`src/rtl/des_key_sched_iter.sv`:
```
// Iterative DES key schedule: streams the 16 round subkeys one per accepted beat,
// in reverse (K16..K1) or forward (K1..K16) order.
// Ports:
//   clk, rst_n          clock, async active-low reset
//   start, decrypt, key load request, order select, 64-bit DES key (key[63] = DES bit 1)
//   start_ready         high while idle (load accepted)
//   sk_valid, sk_ready  subkey stream handshake
//   sk_data             48-bit PC-2 output (bit 47 = PC-2 bit 1)
//   sk_round            round number minus 1 of the current subkey
//   sk_last             marks the 16th subkey of the sequence
module des_key_sched_iter #(
    parameter bit ENC_EN = 1'b1
) (
    input  logic        clk,
    input  logic        rst_n,
    input  logic        start,
    input  logic        decrypt,
    input  logic [63:0] key,
    output logic        start_ready,
    output logic        sk_valid,
    input  logic        sk_ready,
    output logic [47:0] sk_data,
    output logic [3:0]  sk_round,
    output logic        sk_last
);

    localparam int unsigned HALF_W = 28;
    localparam int unsigned CD_W   = 56;
    localparam int unsigned SK_W   = 48;

    localparam int unsigned PC1_TBL [CD_W] = '{
        57, 49, 41, 33, 25, 17,  9,  1, 58, 50, 42, 34, 26, 18,
        10,  2, 59, 51, 43, 35, 27, 19, 11,  3, 60, 52, 44, 36,
        63, 55, 47, 39, 31, 23, 15,  7, 62, 54, 46, 38, 30, 22,
        14,  6, 61, 53, 45, 37, 29, 21, 13,  5, 28, 20, 12,  4
    };

    localparam int unsigned PC2_TBL [SK_W] = '{
        14, 17, 11, 24,  1,  5,  3, 28, 15,  6, 21, 10,
        23, 19, 12,  4, 26,  8, 16,  7, 27, 20, 13,  2,
        41, 52, 31, 37, 47, 55, 30, 40, 51, 45, 33, 48,
        44, 49, 39, 56, 34, 53, 46, 42, 50, 36, 29, 32
    };

    // Bit r set when round r+1 rotates by two (shift table 1,1,2,2,2,2,2,2,1,2,2,2,2,2,2,1).
    localparam logic [15:0] SHIFT2 = 16'b0111_1110_1111_1100;

    typedef enum logic {
        IDLE = 1'b0,
        EMIT = 1'b1
    } state_e;

    state_e              state_q, state_d;
    logic [HALF_W-1:0]   c_q, c_d;
    logic [HALF_W-1:0]   d_q, d_d;
    logic                rev_q, rev_d;
    logic [3:0]          round_q, round_d;
    logic                last_q, last_d;
    logic                start_ready_q, start_ready_d;
    logic                valid_q, valid_d;

    logic [CD_W-1:0]     pc1_c;
    logic                load_rev_c;
    logic                two_c;
    logic                unused_parity;

    // Parity bits (DES bits 8,16,...,64) are not part of PC-1.
    assign unused_parity = ^{key[56], key[48], key[40], key[32],
                             key[24], key[16], key[8],  key[0]};

    function automatic logic [CD_W-1:0] pc1(input logic [63:0] k);
        logic [CD_W-1:0] r;
        r = '0;
        for (int i = 0; i < 56; i++) begin
            r[6'(55 - i)] = k[6'(64 - PC1_TBL[6'(i)])];
        end
        return r;
    endfunction

    function automatic logic [SK_W-1:0] pc2(input logic [CD_W-1:0] cd);
        logic [SK_W-1:0] r;
        r = '0;
        for (int i = 0; i < 48; i++) begin
            r[6'(47 - i)] = cd[6'(56 - PC2_TBL[6'(i)])];
        end
        return r;
    endfunction

    function automatic logic [HALF_W-1:0] rotl(input logic [HALF_W-1:0] x, input logic two);
        return two ? {x[25:0], x[27:26]} : {x[26:0], x[27]};
    endfunction

    function automatic logic [HALF_W-1:0] rotr(input logic [HALF_W-1:0] x, input logic two);
        return two ? {x[1:0], x[27:2]} : {x[0], x[27:1]};
    endfunction

    assign pc1_c      = pc1(key);
    assign load_rev_c = ENC_EN ? decrypt : 1'b1;
    // Forward uses the shift of the next round; reverse undoes the shift of the round just emitted.
    assign two_c      = rev_q ? SHIFT2[round_q] : SHIFT2[4'(round_q + 4'd1)];

    // Next-state and registered-output logic.
    always_comb begin
        state_d = state_q;
        c_d     = c_q;
        d_d     = d_q;
        rev_d   = rev_q;
        round_d = round_q;
        last_d  = last_q;

        case (state_q)
            IDLE: begin
                if (start) begin
                    rev_d   = load_rev_c;
                    // C16/D16 equal C0/D0, so reverse order starts unrotated.
                    if (load_rev_c) begin
                        c_d = pc1_c[55:28];
                        d_d = pc1_c[27:0];
                    end else begin
                        c_d = rotl(pc1_c[55:28], 1'b0);
                        d_d = rotl(pc1_c[27:0], 1'b0);
                    end
                    round_d = load_rev_c ? 4'd15 : 4'd0;
                    last_d  = 1'b0;
                    state_d = EMIT;
                end
            end
            EMIT: begin
                if (sk_ready) begin
                    if (last_q) begin
                        last_d  = 1'b0;
                        state_d = IDLE;
                    end else if (rev_q) begin
                        c_d     = rotr(c_q, two_c);
                        d_d     = rotr(d_q, two_c);
                        round_d = round_q - 4'd1;
                        last_d  = (round_q == 4'd1);
                    end else begin
                        c_d     = rotl(c_q, two_c);
                        d_d     = rotl(d_q, two_c);
                        round_d = round_q + 4'd1;
                        last_d  = (round_q == 4'd14);
                    end
                end
            end
            default: state_d = IDLE;
        endcase

        start_ready_d = (state_d == IDLE);
        valid_d       = (state_d == EMIT);
    end

    // State and output registers.
    always_ff @(posedge clk or negedge rst_n) begin
        if (!rst_n) begin
            state_q       <= IDLE;
            c_q           <= '0;
            d_q           <= '0;
            rev_q         <= 1'b0;
            round_q       <= 4'd0;
            last_q        <= 1'b0;
            start_ready_q <= 1'b1;
            valid_q       <= 1'b0;
        end else begin
            state_q       <= state_d;
            c_q           <= c_d;
            d_q           <= d_d;
            rev_q         <= rev_d;
            round_q       <= round_d;
            last_q        <= last_d;
            start_ready_q <= start_ready_d;
            valid_q       <= valid_d;
        end
    end

    assign start_ready = start_ready_q;
    assign sk_valid    = valid_q;
    assign sk_round    = round_q;
    assign sk_last     = last_q;
    // Subkey is decoded straight from the C/D registers, so it cannot depend on sk_ready.
    assign sk_data     = pc2({c_q, d_q});

endmodule

```
`config.mk`:
```
export PLATFORM = sky130hd
export DESIGN_NAME = des_key_sched_iter
export DESIGN_NICKNAME = d
export VERILOG_FILES = /design/src/rtl/des_key_sched_iter.sv
export SDC_FILE = /design/constraint.sdc
export NUM_CORES = 1
export LEC_CHECK = 0
export ABC_AREA = 1
export CAP_MARGIN = 20
export CORE_ASPECT_RATIO = 2
export CORE_MARGIN = 5
export CORE_UTILIZATION = 38
export CTS_BUF_LIST = sky130_fd_sc_hd__clkbuf_8
export DETAILED_ROUTE_END_ITERATION = 8
export GPL_ROUTABILITY_DRIVEN = 0
export GPL_TIMING_DRIVEN = 1
export PLACE_DENSITY = 0.68
export SLEW_MARGIN = 20
export SYNTH_ARGS = -nofsm -noshare
export SYNTH_HDL_FRONTEND = slang
export SYNTH_SLANG_ARGS = --single-unit
```
`constraint.sdc`:
```
create_clock -name clk -period 2.4 [get_ports clk]
set_input_delay 0.48 -clock clk [delete_from_list [all_inputs] [get_ports clk]]
set_output_delay 0.48 -clock clk [all_outputs]
set_load 0.1 [all_outputs]
```
Word level (Yosys, flattened, before mapping)
Memory sizes are Yosys's and may differ from the RTL's.
Cells that the tools add are included.
Cells by class
  bitwise gates (word level): 2
  shift operators: 0
  $add $sub $neg: 2
  $mul: 0
  reduce and logical (&&, ||, !) cells: 3
  divide/modulo/power cells: 0
  equality and inequality tests: 5
  mux-type cells: 34
  $lt $le $gt $ge: 2
Operator list (number)
  28-bit two-way mux: 13
  28-bit case mux with 2 select lines: 2
  4-bit two-way mux: 5
  4-bit by 5-bit less-than comparator with 1-bit output (second input constant): 2
  1-bit two-way mux: 10
  4-bit case mux with 2 select lines: 1
  2-bit != test (second input constant): 3
  5-bit two-way mux: 1
  4-bit by 1-bit adder with 4-bit output (second input constant): 1
  4-bit by 1-bit == test with 1-bit output (second input constant): 1
  4-bit == test (second input constant): 1
  1-bit case mux with 2 select lines: 2
  2-bit AND reduction: 2
  4-bit by 1-bit subtractor with 4-bit output (second input constant): 1
  3-bit AND reduction: 1
  1-bit inverter: 2
Storage, ports and cells
  flip-flop bits (word level): 64
  memories: 2
  bits in read-only memories: 32
  output and inout port bits: 55
  latch bits: 0
  memory bits (writable): 0
  bits of input ports: 69
Memory list
  (name not given): words 16, width 1, read ports 1, clocked after memory_dff 0, write ports 0, line 100  | assign two_c = rev_q ? SHIFT2[round_q] : SHIFT2[4'(round_q + 4'd1)];
  (name not given): words 16, width 1, read ports 1, clocked after memory_dff 0, write ports 0, line 100

Logic depth before layout (Yosys ltp)
  depth after elaboration: 9
  gate-level depth with buffers: 14
  depth with buffers taken out: 13

Worst setup path before layout
No wires, ideal clock.
  kind: reg-to-reg
  from: register round_q[0] (netlist: sk_round[0])
  to: register c_q[13]
  setup slack: -0.303 ns
  stages on the path, launching flop included: 13
  setup time: 0.133 ns
  data required time: 2.267 ns
  arrival time: 2.570 ns
  cells stage by stage: dfrtp_1 > inv_1 > ha_1 > nand2_1 > nand3_1 > nand2_2 > nand2_4 > nand3_4 > buf_6 > buf_6 > o211ai_2 > nand3_1 > o21ai_0
On the way
  word-level cells in the longest chain between the ends: 9
  elaborated cells between the ends (all ways): 12
  those cells by class: add/sub (1); mux (9); memory (2)
Ends and longest elaborated chain
  start, declared: line 57  | logic [3:0] round_q, round_d;
  start signal, assigned: line 169  | round_q <= round_d;
  4-bit by 1-bit adder with 4-bit output: line 100
  memory read 16 x 1 bit
  1-bit two-way mux (implied by the code): line 100
  1-bit two-way mux *: line 100
  28-bit two-way mux (on tied branches): line 90, 94
  28-bit two-way mux *: line 133  | end else if (rev_q) begin
  28-bit two-way mux *: line 130  | if (last_q) begin
  28-bit two-way mux *: line 129  | if (sk_ready) begin
  28-bit case mux with 2 select lines *: line 111  | case (state_q)
  end signal, assigned: line 157  | c_q <= '0;
  end signal, assigned: line 166  | c_q <= c_d;
  end, declared: line 54  | logic [HALF_W-1:0] c_q, c_d;
Mark *: on every way between the ends. The rest lies on a longest branch, timed or not. The select of a mux whose other input is x is not followed.
A chain may end at the register's enable or synchronous reset.

Worst setup path in the final report
  from: register round_q[0] (netlist: sk_round[0])
  to: register c_q[24]
Same word-level chain as after synthesis.

==> metrics <==
outcome=finished, final reports clean; Hold Path Class=in2async; slowest CP cell=dfrtp_2; fillcell total=1314; Num Clock Sinks=64; syn avg cell area=7.352 sq um; worst slew margin relative to its limit=63.42%; detailed-route via count=4674; Seq cells post-synth=64; Nets=744; worst r2r src=sk_round[0]; Post-Syn Area=4918 sq um; clock-pin slew on the worst setup and hold paths=0.08 ns; Initial Util=38.95%; first-pass GRT wire length=20920 um; initial antenna violation count=0; final worst setup slack=0.1809 ns; Final setup viols=0; detailed placement HPWL=8750 um; Clock Path Buffers=2; final hold viol count=0; Worst-Margin Slew=0.5488 ns; synthesis-to-finish area growth=8.395%; most frequent cells in the layout=150 x nand2_1, 68 x o211ai_1, 65 x inv_1, 65 x nand3_1, 60 x dfrtp_1; Slew Viols, Final=0; r2r setup slk=0.18 ns; CP max stage delay=0.46 ns; fraction of layout cells with a size suffix above 1=13.20%; Seq/Total Area, Yosys=32.59%; Worst Path Max Fanout=51; WL final=12590 um; Ports=124; vias in the first global route=4682; Netlist cell types=31; Critical Path Start Type=flop; setup TNS=0 ns; Ant. Diodes=0; CTS tree=done; Root Driver=clkbuf_8; r2r worst-path depth=12; Setup WS pre-CTS=0.1747 ns; Final Cycle Share=92.46%; CP Cell Sequence=inv_1, ha_1, inv_1, nand2_1, nand3_4, nand3_4, buf_12, inv_2, nand2_1, nand3_1, o211ai_1, nand2_1; Tmin final=2.219 ns; Max H-tree Level=3; die width=90.45 um; DRT iter0 DRCs=413; largest net degree at the start of global routing=55; Max-Cap Viols=0; unrepaired setup endpoints after global routing=false; GRT Residual Overflow=0; DR vias/cell=5.672; gr usage total=16.16%; core footprint=12630 sq um; DR WL/cell=15.27 um; WP data required=2.63 ns; IO Port Bufs=35; Final ANT Viol Nets=0; Final Skew=0.01235 ns; Rows=58; Crit. End Element=flop; Crit Path Class=reg2reg; worst r2r dst=c_q[24]; Clk Latency, worst-skew pair=0.35 ns; number of synthesis warnings=0; DRT Pass-1 Iters=5; post_cts resized=0; worst path arrival time=2.44 ns; Die ar.=15460 sq um; Die Y=170.9 um; Peak Freq=450.6 MHz; most frequent CP cell=nand2_1; # DRC=0; TritonCTS Buffers=9; most common cell after layout, fill and taps aside=nand2_1; Gate Count Post-Synth=669
state kept, by name, indices dropped and copies added, names as in the netlist:
| register | flops |
|---|---|
| c_q | 28 |
| d_q | 28 |
| sk_round | 4 |
| rev_q | 1 |
| sk_last | 1 |
| sk_valid | 1 |
| start_ready | 1 |
how the worst max path moves through the flow:
stage                     start       to
finish              sk_round[0]  c_q[24]
global placement          start  d_q[27]
CTS                 sk_round[0]  c_q[24]
detailed placement        start  d_q[27]
floorplan           sk_round[2]  c_q[13]
global route        sk_round[0]  c_q[24]
cell usage after synthesis, drive strengths merged:
cell type,count,area (sq um)
clkbuf,21,78.83
a31oi,3,18.77
dfrtp,63,1577
o21ai,65,325.3
buf,73,506.7
clkinv,1,3.750
a221oi,6,52.55
nand3,69,387.9
a22oi,3,22.52
nand4,6,37.54
conb,1,3.750
inv,66,247.7
o211ai,87,748.2
a21oi,28,140.1
ha,6,75.07
o21bai,2,15.01
dfstp,1,26.28
nor2,15,63.81
o31ai,1,7.510
nand2,152,580.6
stage by stage:
| step | util [%] | hold slack (ns) | cells | cell area (sq um) |
|---|---|---|---|---|
| final | 42.22 | 0.1075 | 824 | 5331 |
| after global routing | 42.22 | 0.1317 | 824 | 5331 |
| after CTS | 42.10 | 0.1066 | 822 | 5316 |
| after detailed placement | 40.68 | 0.4928 | 806 | 5136 |
| after global placement | 40.68 | 0.4827 | 806 | 5136 |
| after floorplan | - | 0.1844 | 700 | 5037 |
metal layers:
layer	vias up	GRT usage [%]	part of all wire [%]
li1	2224	-	-
met1	2237	16.30	38
met2	173	30.96	53
met3	40	1.936	4.7
met4	0	9.981	4.2
met5	-	0	0
worst max-delay path, delay by kind of cell (launching register included):
kind                     cells  cell delay (ns)
AO/OA/AOI/OAI                1             0.11
buffers and inverters        4             0.55
adder cells (fa/ha/maj)      1             0.31
AND/OR/NAND/NOR              6             0.64
flip-flops                   1             0.46
logic make-up (layout without fill, tap and decap cells):
kind of cell,Yosys count,count (layout),share of synthesized area [%]
buf+inv,161,135,17.02
flops,64,64,32.59
simple gates,242,242,21.75
other cells,1,32,0.07624
fa+ha+maj,6,6,1.526
compound gates,195,195,27.04
what timing repair did:
item                       in CTS  in global routing
setup buffers                   0                  2
hold buffers                    0                  0
hold endpoints to repair        0                  0
setup endpoints to repair       0                  4
cell type report:
class	count	area, sq um	area share, %
Inverter	67	251.5	4.717
Sequential cell	64	1607	30.13
Multi-Input combinational cell	475	2603	48.81
Clock buffer	12	165.2	3.098
Timing Repair Buffer	52	503.0	9.434
Clock inverter	4	15.01	0.2816
Tap cell	150	187.7	3.520
Power is left out: the tool's default activity adds up to more than one toggle a clock period on the data nets, which glitch-free logic cannot reach.
